## src/rtl/rc4_pkg.sv

```systemverilog
// rtl/rc4_pkg.sv - shared states, constants and types for the RC4 key scheduler
package rc4_pkg;

  localparam int              KEY_W    = 24;
  localparam logic [KEY_W-1:0] KEY_MAX = 24'h3F_FFFF;
  localparam int              MSG_LEN  = 32;
  localparam int              CNT_W    = 8;

  localparam logic [7:0] ASCII_LO = 8'h61;
  localparam logic [7:0] ASCII_HI = 8'h7A;
  localparam logic [7:0] ASCII_SP = 8'h20;

  typedef enum logic [3:0] {
    ST_IDLE,
    ST_INIT_START,
    ST_INIT_WAIT,
    ST_KSA_START,
    ST_KSA_WAIT,
    ST_DEC_START,
    ST_DEC_WAIT,
    ST_CHECK,
    ST_NEXT_KEY,
    ST_FOUND,
    ST_EXHAUSTED
  } state_t;

  typedef struct packed {
    logic [7:0] addr;
    logic [7:0] data;
    logic       wen;
  } sram_port_t;

  function automatic logic is_text_byte(input logic [7:0] b);
    return ((b >= ASCII_LO) && (b <= ASCII_HI)) || (b == ASCII_SP);
  endfunction

endpackage

```

## src/rtl/rc4_key_scheduler_if.sv

```systemverilog
// rtl/rc4_key_scheduler_if.sv - engine handshakes, S-RAM requesters and decrypt monitor bus
interface rc4_key_scheduler_if;
  import rc4_pkg::*;

  logic             init_start;
  logic             ksa_start;
  logic             dec_start;
  logic             init_finish;
  logic             ksa_finish;
  logic             dec_finish;
  logic [7:0]       init_addr;
  logic [7:0]       ksa_addr;
  logic [7:0]       dec_addr;
  logic [7:0]       init_data;
  logic [7:0]       ksa_data;
  logic [7:0]       dec_data;
  logic             init_wen;
  logic             ksa_wen;
  logic             dec_wen;
  logic [7:0]       s_addr;
  logic [7:0]       s_data;
  logic             s_wen;
  logic             dec_out_wen;
  logic [7:0]       dec_out_data;
  logic             dec_abort;
  logic [KEY_W-1:0] secret_key;

  modport master (
    output init_start, ksa_start, dec_start,
    input  init_finish, ksa_finish, dec_finish,
    input  init_addr, ksa_addr, dec_addr,
    input  init_data, ksa_data, dec_data,
    input  init_wen, ksa_wen, dec_wen,
    output s_addr, s_data, s_wen,
    input  dec_out_wen, dec_out_data,
    output dec_abort, secret_key
  );

  modport slave (
    input  init_start, ksa_start, dec_start,
    output init_finish, ksa_finish, dec_finish,
    output init_addr, ksa_addr, dec_addr,
    output init_data, ksa_data, dec_data,
    output init_wen, ksa_wen, dec_wen,
    input  s_addr, s_data, s_wen,
    output dec_out_wen, dec_out_data,
    input  dec_abort, secret_key
  );

endinterface

```

## src/rtl/rc4_byte_checker.sv

```systemverilog
// rtl/rc4_byte_checker.sv - counts decrypted bytes and flags any byte outside lowercase/space
module rc4_byte_checker
  import rc4_pkg::*;
(
  input  logic             clk,
  input  logic             reset,
  input  logic             clear,
  input  logic             enable,
  input  logic             wen,
  input  logic [7:0]       data,
  output logic [CNT_W-1:0] count,
  output logic             bad
);

  // count saturates so an over-long message can never alias back to MSG_LEN
  always_ff @(posedge clk) begin
    if (reset || clear) begin
      count <= '0;
      bad   <= 1'b0;
    end else if (enable && wen) begin
      if (count != {CNT_W{1'b1}}) begin
        count <= count + 1'b1;
      end
      if (!is_text_byte(data)) begin
        bad <= 1'b1;
      end
    end
  end

endmodule

```

## src/rtl/rc4_key_scheduler.sv

```systemverilog
// rtl/rc4_key_scheduler.sv - RC4 key-search sequencer; RC4_EARLY_ABORT_EN enables early decrypt abort
module rc4_key_scheduler
  import rc4_pkg::*;
(
  input  logic             clk,
  input  logic             reset,
  input  logic             go,
  input  logic [KEY_W-1:0] key_base,
  output logic             busy,
  output logic             found,
  output logic             exhausted,
  rc4_key_scheduler_if.master eng
);

  state_t           state;
  logic             phase_done;
  logic             init_start_q;
  logic             ksa_start_q;
  logic             dec_start_q;
  logic [KEY_W-1:0] key_q;
  logic [CNT_W-1:0] byte_count;
  logic             msg_bad;
  logic             msg_ok;
  sram_port_t       s_port;

  rc4_byte_checker u_checker (
    .clk    (clk),
    .reset  (reset),
    .clear  (state == ST_INIT_START),
    .enable (state == ST_DEC_WAIT),
    .wen    (eng.dec_out_wen),
    .data   (eng.dec_out_data),
    .count  (byte_count),
    .bad    (msg_bad)
  );

  assign msg_ok = !msg_bad && (byte_count == CNT_W'(MSG_LEN));

`ifdef RC4_EARLY_ABORT_EN
  logic abort_q;
  logic abort_now;
  assign abort_now     = eng.dec_out_wen && !is_text_byte(eng.dec_out_data);
  assign eng.dec_abort = abort_q;
`else
  assign eng.dec_abort = 1'b0;
`endif

  assign eng.init_start = init_start_q;
  assign eng.ksa_start  = ksa_start_q;
  assign eng.dec_start  = dec_start_q;
  assign eng.secret_key = key_q;

  always_comb begin
    s_port = '0;
    case (state)
      ST_INIT_START, ST_INIT_WAIT:
        s_port = '{addr: eng.init_addr, data: eng.init_data, wen: eng.init_wen};
      ST_KSA_START, ST_KSA_WAIT:
        s_port = '{addr: eng.ksa_addr, data: eng.ksa_data, wen: eng.ksa_wen};
      ST_DEC_START, ST_DEC_WAIT:
        s_port = '{addr: eng.dec_addr, data: eng.dec_data, wen: eng.dec_wen};
      default:
        s_port = '0;
    endcase
  end

  assign eng.s_addr = s_port.addr;
  assign eng.s_data = s_port.data;
  assign eng.s_wen  = s_port.wen;

  always_ff @(posedge clk) begin
    if (reset) begin
      state        <= ST_IDLE;
      phase_done   <= 1'b0;
      init_start_q <= 1'b0;
      ksa_start_q  <= 1'b0;
      dec_start_q  <= 1'b0;
      key_q        <= '0;
      busy         <= 1'b0;
      found        <= 1'b0;
      exhausted    <= 1'b0;
`ifdef RC4_EARLY_ABORT_EN
      abort_q      <= 1'b0;
`endif
    end else begin
      init_start_q <= 1'b0;
      ksa_start_q  <= 1'b0;
      dec_start_q  <= 1'b0;
`ifdef RC4_EARLY_ABORT_EN
      abort_q      <= 1'b0;
`endif
      case (state)
        ST_IDLE, ST_FOUND, ST_EXHAUSTED: begin
          if (go) begin
            state        <= ST_INIT_START;
            init_start_q <= 1'b1;
            key_q        <= key_base;
            busy         <= 1'b1;
            found        <= 1'b0;
            exhausted    <= 1'b0;
          end
        end
        ST_INIT_START: begin
          state      <= ST_INIT_WAIT;
          phase_done <= 1'b0;
        end
        // the finishing engine keeps the S-RAM one extra cycle so a write
        // issued alongside its finish lands before ownership moves on
        ST_INIT_WAIT: begin
          if (phase_done) begin
            state       <= ST_KSA_START;
            ksa_start_q <= 1'b1;
            phase_done  <= 1'b0;
          end else if (eng.init_finish) begin
            phase_done <= 1'b1;
          end
        end
        ST_KSA_START: begin
          state <= ST_KSA_WAIT;
        end
        ST_KSA_WAIT: begin
          if (phase_done) begin
            state       <= ST_DEC_START;
            dec_start_q <= 1'b1;
            phase_done  <= 1'b0;
          end else if (eng.ksa_finish) begin
            phase_done <= 1'b1;
          end
        end
        ST_DEC_START: begin
          state <= ST_DEC_WAIT;
        end
        ST_DEC_WAIT: begin
`ifdef RC4_EARLY_ABORT_EN
          if (abort_now) begin
            state   <= ST_NEXT_KEY;
            abort_q <= 1'b1;
          end else
`endif
          if (eng.dec_finish) begin
            state <= ST_CHECK;
          end
        end
        ST_CHECK: begin
          if (msg_ok) begin
            state <= ST_FOUND;
            found <= 1'b1;
            busy  <= 1'b0;
          end else begin
            state <= ST_NEXT_KEY;
          end
        end
        // >= also stops a search whose base was already past the last key
        ST_NEXT_KEY: begin
          if (key_q >= KEY_MAX) begin
            state     <= ST_EXHAUSTED;
            exhausted <= 1'b1;
            busy      <= 1'b0;
          end else begin
            state        <= ST_INIT_START;
            init_start_q <= 1'b1;
            key_q        <= key_q + 1'b1;
          end
        end
        default: begin
          state <= ST_IDLE;
          busy  <= 1'b0;
        end
      endcase
    end
  end

endmodule
```

## src/flat_wrapper.sv

```systemverilog
// flat-port wrapper written by rule: the top's interface ports become plain ports
module rc4_key_scheduler_flat import rc4_pkg::*;
  (clk, reset, go, key_base, busy, found, exhausted, eng_init_start, eng_ksa_start, eng_dec_start, eng_init_finish, eng_ksa_finish, eng_dec_finish, eng_init_addr, eng_ksa_addr, eng_dec_addr, eng_init_data, eng_ksa_data, eng_dec_data, eng_init_wen, eng_ksa_wen, eng_dec_wen, eng_s_addr, eng_s_data, eng_s_wen, eng_dec_out_wen, eng_dec_out_data, eng_dec_abort, eng_secret_key);
  rc4_key_scheduler_if eng_i ();
  input  logic clk;
  input  logic reset;
  input  logic go;
  input  logic [KEY_W-1:0] key_base;
  output logic busy;
  output logic found;
  output logic exhausted;
  output wire logic [$bits(eng_i.init_start)-1:0] eng_init_start;
  output wire logic [$bits(eng_i.ksa_start)-1:0] eng_ksa_start;
  output wire logic [$bits(eng_i.dec_start)-1:0] eng_dec_start;
  input wire logic [$bits(eng_i.init_finish)-1:0] eng_init_finish;
  input wire logic [$bits(eng_i.ksa_finish)-1:0] eng_ksa_finish;
  input wire logic [$bits(eng_i.dec_finish)-1:0] eng_dec_finish;
  input wire logic [$bits(eng_i.init_addr)-1:0] eng_init_addr;
  input wire logic [$bits(eng_i.ksa_addr)-1:0] eng_ksa_addr;
  input wire logic [$bits(eng_i.dec_addr)-1:0] eng_dec_addr;
  input wire logic [$bits(eng_i.init_data)-1:0] eng_init_data;
  input wire logic [$bits(eng_i.ksa_data)-1:0] eng_ksa_data;
  input wire logic [$bits(eng_i.dec_data)-1:0] eng_dec_data;
  input wire logic [$bits(eng_i.init_wen)-1:0] eng_init_wen;
  input wire logic [$bits(eng_i.ksa_wen)-1:0] eng_ksa_wen;
  input wire logic [$bits(eng_i.dec_wen)-1:0] eng_dec_wen;
  output wire logic [$bits(eng_i.s_addr)-1:0] eng_s_addr;
  output wire logic [$bits(eng_i.s_data)-1:0] eng_s_data;
  output wire logic [$bits(eng_i.s_wen)-1:0] eng_s_wen;
  input wire logic [$bits(eng_i.dec_out_wen)-1:0] eng_dec_out_wen;
  input wire logic [$bits(eng_i.dec_out_data)-1:0] eng_dec_out_data;
  output wire logic [$bits(eng_i.dec_abort)-1:0] eng_dec_abort;
  output wire logic [$bits(eng_i.secret_key)-1:0] eng_secret_key;
  assign eng_init_start = eng_i.init_start;
  assign eng_ksa_start = eng_i.ksa_start;
  assign eng_dec_start = eng_i.dec_start;
  assign eng_i.init_finish = eng_init_finish;
  assign eng_i.ksa_finish = eng_ksa_finish;
  assign eng_i.dec_finish = eng_dec_finish;
  assign eng_i.init_addr = eng_init_addr;
  assign eng_i.ksa_addr = eng_ksa_addr;
  assign eng_i.dec_addr = eng_dec_addr;
  assign eng_i.init_data = eng_init_data;
  assign eng_i.ksa_data = eng_ksa_data;
  assign eng_i.dec_data = eng_dec_data;
  assign eng_i.init_wen = eng_init_wen;
  assign eng_i.ksa_wen = eng_ksa_wen;
  assign eng_i.dec_wen = eng_dec_wen;
  assign eng_s_addr = eng_i.s_addr;
  assign eng_s_data = eng_i.s_data;
  assign eng_s_wen = eng_i.s_wen;
  assign eng_i.dec_out_wen = eng_dec_out_wen;
  assign eng_i.dec_out_data = eng_dec_out_data;
  assign eng_dec_abort = eng_i.dec_abort;
  assign eng_secret_key = eng_i.secret_key;
  rc4_key_scheduler u_core (.clk(clk), .reset(reset), .go(go), .key_base(key_base), .busy(busy), .found(found), .exhausted(exhausted), .eng(eng_i));
endmodule
```

## config.mk

```make
export PLATFORM = sky130hd
export DESIGN_NAME = rc4_key_scheduler_flat
export DESIGN_NICKNAME = d
export VERILOG_FILES = /design/src/rtl/rc4_pkg.sv /design/src/rtl/rc4_key_scheduler_if.sv /design/src/rtl/rc4_byte_checker.sv /design/src/rtl/rc4_key_scheduler.sv /design/src/flat_wrapper.sv
export SDC_FILE = /design/constraint.sdc
export NUM_CORES = 1
export LEC_CHECK = 0
export CORE_AREA = 3 3 85 87
export CTS_BUF_LIST = sky130_fd_sc_hd__clkbuf_4 sky130_fd_sc_hd__clkbuf_8
export CTS_CLUSTER_DIAMETER = 80
export CTS_CLUSTER_SIZE = 28
export DETAILED_ROUTE_END_ITERATION = 8
export DIE_AREA = 0 0 88 90
export PLACE_DENSITY = 0.94
export SYNTH_ARGS = -nofsm -noshare
export SYNTH_HDL_FRONTEND = slang
export SYNTH_SLANG_ARGS = --single-unit
```

## constraint.sdc

```tcl
create_clock -name clk -period 4.45 [get_ports clk]
set_clock_uncertainty 0.15 [all_clocks]
set_input_delay 1.335 -clock clk [delete_from_list [all_inputs] [get_ports clk]]
set_output_delay 1.335 -clock clk [all_outputs]
set_load 0.03 [all_outputs]
```

==> results.cfg, run 1 <==
[synthesis]
synth.distinct_cells = 60
synthArstFlopShare_pct = 0
synth_top_flop_cell = dfxtp_1
syn_inst = 415
yosysWarnings = 0
yosysSeqAreaShare_pct = 30.27
synth_edf_count = 0
synth_fp_nets = 508
synth.avg_cell_area_um2 = 7.013
synth_seq_cells = 44
syn_area_um2 = 2910

[sta]
rsz0062_at_grt = no
post-route-period-util_pct = 93.12
tns_ns = 0
layout_min_cycle_time_ns = 4.144
finalSetupViolCount = 0
finalHoldWorstSlack_ns = 0.3266
slew-limit-headroom_pct = 51.93
drv_slew = 0
max_slew.worst_pin.slew_ns = 0.7117
fmax_mhz = 241.3
finalHoldViolCount = 0

[cells_and_area]
final_nets = 634
drive_above_1_share_pct = 5.351
syn2layout_area_growth_pct = 51.59
nFillCells = 520
final_cell_area_um2 = 4412
antenna_cells = 0
layout.cells.non_filler = 619

[place]
gp_congestion = 0.8829
dpl.hpwl_mm = 7.574
dpl_cell_area_um2 = 4314
post-place-cells = 611
io_buffers = 136

[routing]
ant_nets = 0
routed-wl-met3_um = 714
vias = 3671
met2WireLength_mm = 5.158
met1_length_mm = 4.089
wire_per_inst_um = 16.38
drc = 0
dr.pass1.iters = 5
drtIter0Drc = 313
dr.max_layer_used = met4
detail_route.wirelength_mm = 10.14
vias_per_cell = 5.931

[die]
fp.dieH_um = 90
dieWidth_um = 88
io_pins = 138
initial_core_util_pct = 45.31
dieArea_um2 = 7920
rows = 29
core_area_um2 = 6422

[global_route]
antenna_found_initial = 0
grt_max_degree = 52
grt_pass1_vias = 3440
grt_pass1_wl_mm = 16.21
track_usage_pct = 24.88
globalRouteOverflowTotal = 0

[worst_setup_path]
arrival_ns = 2.66
startpoint_type = register
crit_path_top_delay_cell = dfxtp_1
crit_chain = nor2b_1 -> nor2b_1 -> buf_4 -> nand2_1 -> nand2_1 -> clkdlybuf4s50_1
path_max_fanout = 17
worstSetupPathType = reg2out
max_stage_delay_ns = 0.69
required_ns = 2.96
endpoint_kind = output port
crit_family = buffers and inverters
worst-path-buf-inv = 2

[clock_network]
cts_setup_buffers = 0
clock_path_buffers = 2
cts_resized = 0
clkSinkCount = 44
cts_made_buffers = 5
cts_tree = done
clk-insertion-delay-late_ns = 0.32
h-tree-depth = 2
clkTransAtPathRegs_ns = 0.08
clock-root-buffer = clkbuf_8
hold_buffers = 0

[power]
power.density_nw_per_um2 = 432.8
peakVddDrop_uv = 299.0
leakage_uw = 0.001628

[flow_run]
drv_cap = 0

[hold_path]
hp-class = reg2reg

[outcome]
outcome = complete, no violations
[path summary, 6_finish.rpt]
| path | slack (ns) | depth (start not counted) | from | end |
|---|---|---|---|---|
| setup reg to reg | 1.26 | 7 | u_core.state[1] | u_core.eng.secret_key[17] |
| hold reg to reg | 0.33 | 2 | u_core.found | u_core.found |
| hold / removal | 0.33 | 2 | u_core.found | u_core.found |
| setup / recovery | 0.31 | 6 | u_core.state[2] | eng_s_addr[5] |
[synth_stat cells, types with 2 or more instances]
cell,count,area (µm²)
mux2i_1,2,20.02
a22oi_1,19,142.6
clkbuf_1,21,78.83
a41oi_1,3,26.28
nand2b_1,3,18.77
nor4_1,5,31.28
nand3_1,13,65.06
and2_1,3,18.77
a32oi_1,2,17.52
o221ai_1,2,17.52
o21ai_0,23,115.1
xnor2_1,4,35.03
and3_1,4,25.02
nand4_1,11,68.82
nor2_1,43,161.4
o31ai_1,8,60.06
nor4b_1,2,17.52
inv_1,6,22.52
nand3b_1,2,15.01
nand2_1,88,330.3
a211oi_1,2,15.01
nor3b_1,2,15.01
a21oi_1,32,160.2
and4_1,2,17.52
ha_1,3,37.54
buf_4,2,15.01
dfxtp_1,44,880.8
a2bb2oi_1,2,17.52
nor3_1,12,60.06
xor2_1,7,61.31
o22ai_1,3,18.77
or2_2,2,12.51
buf_2,2,10.01
nor2b_1,6,37.54
a31oi_1,4,25.02
a22o_1,2,17.52
[flip-flops by register name, summed over array words and instances (netlist names)]
signal and flops:
u_core.eng.ksa_start 1, u_core.u_checker.bad 1, u_core.found 1, u_core.state 4, u_core.busy 1, u_core.eng.init_start 1
u_core.phase_done 1, u_core.eng.secret_key 24, u_core.eng.dec_start 1, u_core.u_checker.count 8, u_core.exhausted 1
[report_power, final]
part,leakage [µW],internal (µW),switching [µW],total [µW]
combinational,0.00122,452,610,1060
clock,0.0000479,133,148,281
sequential,0.000359,457,109,567
[worst register-to-register path: stages, from the launching register on]
cell and delay, ns:
dfxtp_1 0.49, or4b_1 0.57, buf_4 0.30, or3_4 0.39
a21oi_4 0.20, or2_1 0.57, a21oi_1 0.15, nor4_1 0.27
[area by class of cell]
| cell class | count | area, µm² | area share (%) |
|---|---|---|---|
| clock buffer | 7 | 90.09 | 2.042 |
| multi-input combinational | 338 | 1888 | 42.80 |
| inverter | 6 | 22.52 | 0.5105 |
| clock inverter | 1 | 7.507 | 0.1702 |
| sequential | 44 | 880.8 | 19.97 |
| tap | 77 | 96.34 | 2.184 |
| timing repair buffer | 146 | 1426 | 32.33 |
[cell usage in the layout (no fill, tap or decap), types with 5 or more instances in the layout]
master           netlist  final
nor3_1                12     12
nor2b_1                6      6
clkdlybuf4s50_1        0    132
clkbuf_8               0      6
nor2_1                43     43
buf_4                  2     14
nor4_1                 5      5
a22oi_1               19     19
dfxtp_1               44     44
o21ai_0               23     23
nand2_1               88     88
inv_1                  6      6
a21oi_1               32     32
nand4_1               11     11
xor2_1                 7      7
nand3_1               13     13
o31ai_1                8      8
[cells by family after synthesis]
logic type / share of synthesized area, %
AND/OR/NAND/NOR: 33.10
flip-flops: 30.27
multiplexers: 0.6879
adder cells (fa/ha/maj): 1.634
buffers and inverters: 4.858
XOR/XNOR: 3.310
other: 0.1289
AO/OA/AOI/OAI: 26.01
[per-layer routing]
| layer | vias to the layer above | track usage, % |
|---|---|---|
| met4 | 0 | 7.289 |
| met2 | 172 | 42.78 |
| met5 | - | 0 |
| met3 | 19 | 4.662 |
| met1 | 1727 | 31.02 |
| li1 | 1753 | - |
[through the flow]
stage	util, %	worst slack, ns	power, µW
6_report	68.69	0.3060	1909
5_1_grt	68.69	0.1258	2001
4_1_cts	68.69	0.3190	1903
3_5_place_dp	67.17	0.3190	1623
3_3_place_gp	67.17	0.3347	1594
2_1_floorplan	-	0.9954	1182
Power figures use the tool's default switching activity.
==> run 2, diff against run 1 <==
--- a/config.mk
+++ b/config.mk
@@ -6,7 +6,7 @@
 export NUM_CORES = 1
 export LEC_CHECK = 0
 export CORE_AREA = 3 3 85 87
-export CTS_BUF_LIST = sky130_fd_sc_hd__clkbuf_4 sky130_fd_sc_hd__clkbuf_8
+export CTS_BUF_LIST = sky130_fd_sc_hd__clkbuf_8
 export CTS_CLUSTER_DIAMETER = 80
 export CTS_CLUSTER_SIZE = 28
 export DETAILED_ROUTE_END_ITERATION = 8
==> run 2 against run 1 <==
Effect of this change:
- hold slack gained 0.00072 ns
- register-to-register slack got worse by 0.02 ns
- critical path depth up 1
- clock-buffer cell count fell by 1
- critical endpoint is now eng_s_data[4]
==> results.cfg, run 2 (same netlist as run 1, synthesis figures left out) <==
[outcome]
outcome = complete, no violations

[worst_setup_path]
max_stage_delay_ns = 0.70
startpoint_type = register
endpoint_kind = output port
path_max_fanout = 17
rrSetupSlack_ns = 1.24
arrival_ns = 2.69
worstSetupPathType = reg2out
crit_path_top_delay_cell = dfxtp_1
required_ns = 2.96
cp_common_cell = a22oi_1
crit_chain = nor2b_1 -> a22oi_1 -> nor2_1 -> buf_4 -> a22oi_1 -> nand2_1 -> clkdlybuf4s50_1

[routing]
drtIter0Drc = 327
ant_nets = 0
wire_per_inst_um = 16.43
vias_per_cell = 5.924
dr.pass1.iters = 6
detail_route.wirelength_mm = 10.17
vias = 3667
drc = 0

[global_route]
grt_max_degree = 52
globalRouteOverflowTotal = 0
antenna_found_initial = 0
grt_pass1_vias = 3413
track_usage_pct = 24.70
grt_pass1_wl_mm = 16.08

[place]
dpl.hpwl_mm = 7.574
io_buffers = 136
gp_congestion = 0.8829
dpl_cell_area_um2 = 4314
post-place-cells = 611

[sta]
drv_slew = 0
fmax_mhz = 239.7
layout_min_cycle_time_ns = 4.171
finalHoldViolCount = 0
finalSetupViolCount = 0
post-route-period-util_pct = 93.73
slew-limit-headroom_pct = 52.67
tns_ns = 0
max_slew.worst_pin.slew_ns = 0.7007
rsz0062_at_grt = no

[cells_and_area]
drive_above_1_share_pct = 5.166
final_cell_mix = 132 x clkdlybuf4s50_1, 88 x nand2_1, 44 x dfxtp_1
nFillCells = 521
layout.cells.non_filler = 619
final_cell_area_um2 = 4408
largest_reg_flops = 24
final_nets = 634
final_core_util_pct = 68.63
antenna_cells = 0
final_common_cell = clkdlybuf4s50_1
syn2layout_area_growth_pct = 51.46

[die]
fp.dieH_um = 90
initial_core_util_pct = 45.31
core_area_um2 = 6422
dieArea_um2 = 7920
dieWidth_um = 88
rows = 29
io_pins = 138

[clock_network]
hold_buffers = 0
cts_setup_buffers = 0
cts_made_buffers = 5
clkSinkCount = 44
cts_resized = 0
clkTransAtPathRegs_ns = 0.08
h-tree-depth = 2
cts_tree = done
clk-insertion-delay-late_ns = 0.32
clock_path_buffers = 2
clock-root-buffer = clkbuf_8

[power]
leakage_uw = 0.001629
power.density_nw_per_um2 = 432.1
peakVddDrop_uv = 299.4

[hold_path]
hp-class = reg2reg

[flow_run]
drv_cap = 0
-- run 2: changes by cell type in the layout (fill, tap and decap cells not counted), sizes merged --
cell / previous run / this run
clkbuf: 7 / 6
inv: 6 / 7
-- run 2: critical path, delay by kind of cell (launching register included) --
| kind | cells | cell delay, ns |
|---|---|---|
| and+or+nand+nor | 3 | 0.54 |
| DFF | 1 | 0.70 |
| AOI/OAI and AO/OA | 2 | 0.22 |
| buffers and inverters | 2 | 0.92 |
-- run 2: cell type report --
class | count | area [µm²] | share of cell area (%)
multi-input cells | 338 | 1888 | 42.83
repair buffers | 146 | 1426 | 32.36
flip-flops and latches | 44 | 880.8 | 19.98
well taps | 77 | 96.34 | 2.186
clock buffers | 6 | 82.58 | 1.873
inverters | 6 | 22.52 | 0.5109
clock inverters | 2 | 11.26 | 0.2555
-- run 2: worst paths after layout --
| check | startpoint | end | depth (start not counted) |
|---|---|---|---|
| setup / recovery | u_core.state[1] | eng_s_data[4] | 7 |
| hold / removal | u_core.found | u_core.found | 2 |
| setup reg to reg | u_core.state[1] | u_core.eng.secret_key[17] | 7 |
| hold reg to reg | u_core.found | u_core.found | 2 |
-- run 2: report_power, final --
part	leakage (µW)	switching [µW]	internal, µW	total [µW]
clock network	0.0000486	149	124	274
registers	0.000359	111	457	568
logic	0.00122	612	452	1060
total	0.00163	872	1030	1900
-- run 2: metal layers --
layer	GRT usage, %	share of wire [%]	vias up	wire length [µm]
li1	-	-	1746	-
met5	0	0	-	0
met3	4.845	7.5	27	764
met4	7.673	2.0	0	202
met2	42.02	50	189	5125
met1	30.85	40	1705	4078
-- run 2: through the flow --
step | setup slack (ns) | hold slack (ns) | power, µW
after global routing | 0.1257 | 0.3611 | 1992
after detailed placement | 0.3190 | 0.3150 | 1623
after floorplan | 0.9954 | 0.2914 | 1182
after CTS | 0.3190 | 0.3380 | 1894
after global placement | 0.3347 | 0.2944 | 1594
final | 0.2789 | 0.3274 | 1905
==> run 3, diff against run 2 <==
--- a/config.mk
+++ b/config.mk
@@ -11,7 +11,7 @@
 export CTS_CLUSTER_SIZE = 28
 export DETAILED_ROUTE_END_ITERATION = 8
 export DIE_AREA = 0 0 88 90
-export PLACE_DENSITY = 0.94
+export PLACE_DENSITY = 0.85
 export SYNTH_ARGS = -nofsm -noshare
 export SYNTH_HDL_FRONTEND = slang
 export SYNTH_SLANG_ARGS = --single-unit
==> run 3 against run 2 <==
Effect of this change:
- non-clock buffer count is the same
- combinational power is essentially flat
- sequential power is essentially flat
- setup slack gained 0.037 ns
- clock-buffer cell count shrank 1
- critical endpoint unchanged
- largest power group unchanged
==> results.cfg, run 3 (same netlist as run 1, synthesis figures left out) <==
[cells_and_area]
drive_above_1_share_pct = 4.444
syn2layout_area_growth_pct = 52.15
final_cell_mix = 136 x clkdlybuf4s50_1, 88 x nand2_1, 44 x dfxtp_1
final_common_cell = clkdlybuf4s50_1
antenna_cells = 0
final_nets = 634
largest_reg_flops = 24
layout.cells.non_filler = 617

[hold_path]
hp-class = reg2reg
min_delay_path_depth = 2
hp-start = u_core.exhausted

[clock_network]
cts_resized = 0
hold_buffers = 0
clock_path_buffers = 2
clkSinkCount = 44
clock-root-buffer = clkbuf_8
h-tree-depth = 2
cts_setup_buffers = 0
clkTransAtPathRegs_ns = 0.08
clk-insertion-delay-late_ns = 0.29
cts_made_buffers = 5
cts_tree = done

[die]
initial_core_util_pct = 45.31
core_area_um2 = 6422
dieWidth_um = 88
fp.dieH_um = 90
rows = 29
io_pins = 138
dieArea_um2 = 7920

[sta]
finalSetupViolCount = 0
drv_slew = 0
rsz0062_at_grt = no
fmax_mhz = 241.9
layout_min_cycle_time_ns = 4.134
slew-limit-headroom_pct = 29.53
finalHoldWorstSlack_ns = 0.3101
tns_ns = 0
post-route-period-util_pct = 92.90
finalHoldViolCount = 0
max_slew.worst_pin.slew_ns = 1.053

[place]
dpl.hpwl_mm = 7.227
io_buffers = 136
gp_congestion = 0.8892
post-place-cells = 611

[worst_setup_path]
required_ns = 2.96
endpoint_kind = output port
startpoint_type = primary input
path_max_fanout = 1
r2r-start = u_core.eng.secret_key[0]
worstSetupPathType = in2out
worstSetupStartpoint = eng_ksa_data[4]
worst-r2r-cell-count = 8
arrival_ns = 2.65

[global_route]
globalRouteOverflowTotal = 0
track_usage_pct = 23.91
antenna_found_initial = 0
grt_pass1_vias = 3299
grt_pass1_wl_mm = 15.58
grt_max_degree = 51

[power]
p_switching_uw = 851.9
power.density_nw_per_um2 = 436.1
total_power_uw = 1931
seqPwrFrac_pct = 29.3
p_int_uw = 1079
leakage_uw = 0.001627
peakVddDrop_uv = 376.9
p_clk_share_pct = 15.1
combPwrFrac_pct = 55.6
switching_share_pct = 44.12

[routing]
detail_route.wirelength_mm = 9.591
drtIter0Drc = 276
vias = 3516
drc = 0
vias_per_cell = 5.699
dr.pass1.iters = 6
wire_per_inst_um = 15.54
ant_nets = 0

[outcome]
outcome = complete, no violations

[flow_run]
drv_cap = 0
[run 3: cell types whose count changed in the layout (fill, tap and decap cells not counted), sizes merged]
cell	previous run	this run
clkbuf	6	5
inv	7	6
buf	14	10
clkdlybuf4s50	132	136
clkinvlp	1	0
bufinv	0	1
[run 3: final timing paths]
kind,endpoint,slack [ns]
min,u_core.exhausted,0.31
max,eng_s_data[4],0.32
min reg2reg,u_core.exhausted,0.31
max reg2reg,u_core.eng.secret_key[9],1.15
[run 3: final cells by class]
type                    instances  area (µm²)
fillers                       536        1994
multi-input cells             338        1893
repair buffers                146        1436
flip-flops and latches         44       880.8
well taps                      77       96.34
clock buffers                   5       68.82
clock inverters                 1       30.03
inverters                       6       22.52
[run 3: power groups by stage]
stage / Combinational [µW] / Clock (µW) / Sequential [µW]
final: 1070 / 292 / 565
after floorplan: 547 / 0 / 635
after detailed placement: 1060 / 0 / 571
after global placement: 1050 / 0 / 569
after CTS: 1070 / 299 / 563
after global routing: 1150 / 316 / 580
[run 3: per-layer routing]
metal  share of wire (%)  track usage, %
met5                   0               0
met4                0.97           5.371
met3                 7.6           4.570
met2                  49           40.77
met1                  42           30.75
[run 3: metrics by stage]
stage               utilization, %  cell area (µm²)  setup slack (ns)
floorplan                        -             2910            0.9954
finish                       68.95             4428            0.3161
CTS                          68.95             4428            0.3092
detailed placement           67.41             4329            0.3178
global placement             67.41             4329            0.3310
global route                 68.95             4428            0.1819
[run 3: critical path, cell delays in order]
cell and delay [ns]:
clkdlybuf4s50_1 0.47, a22oi_1 0.08, nand2_1 0.08, clkdlybuf4s50_1 0.68
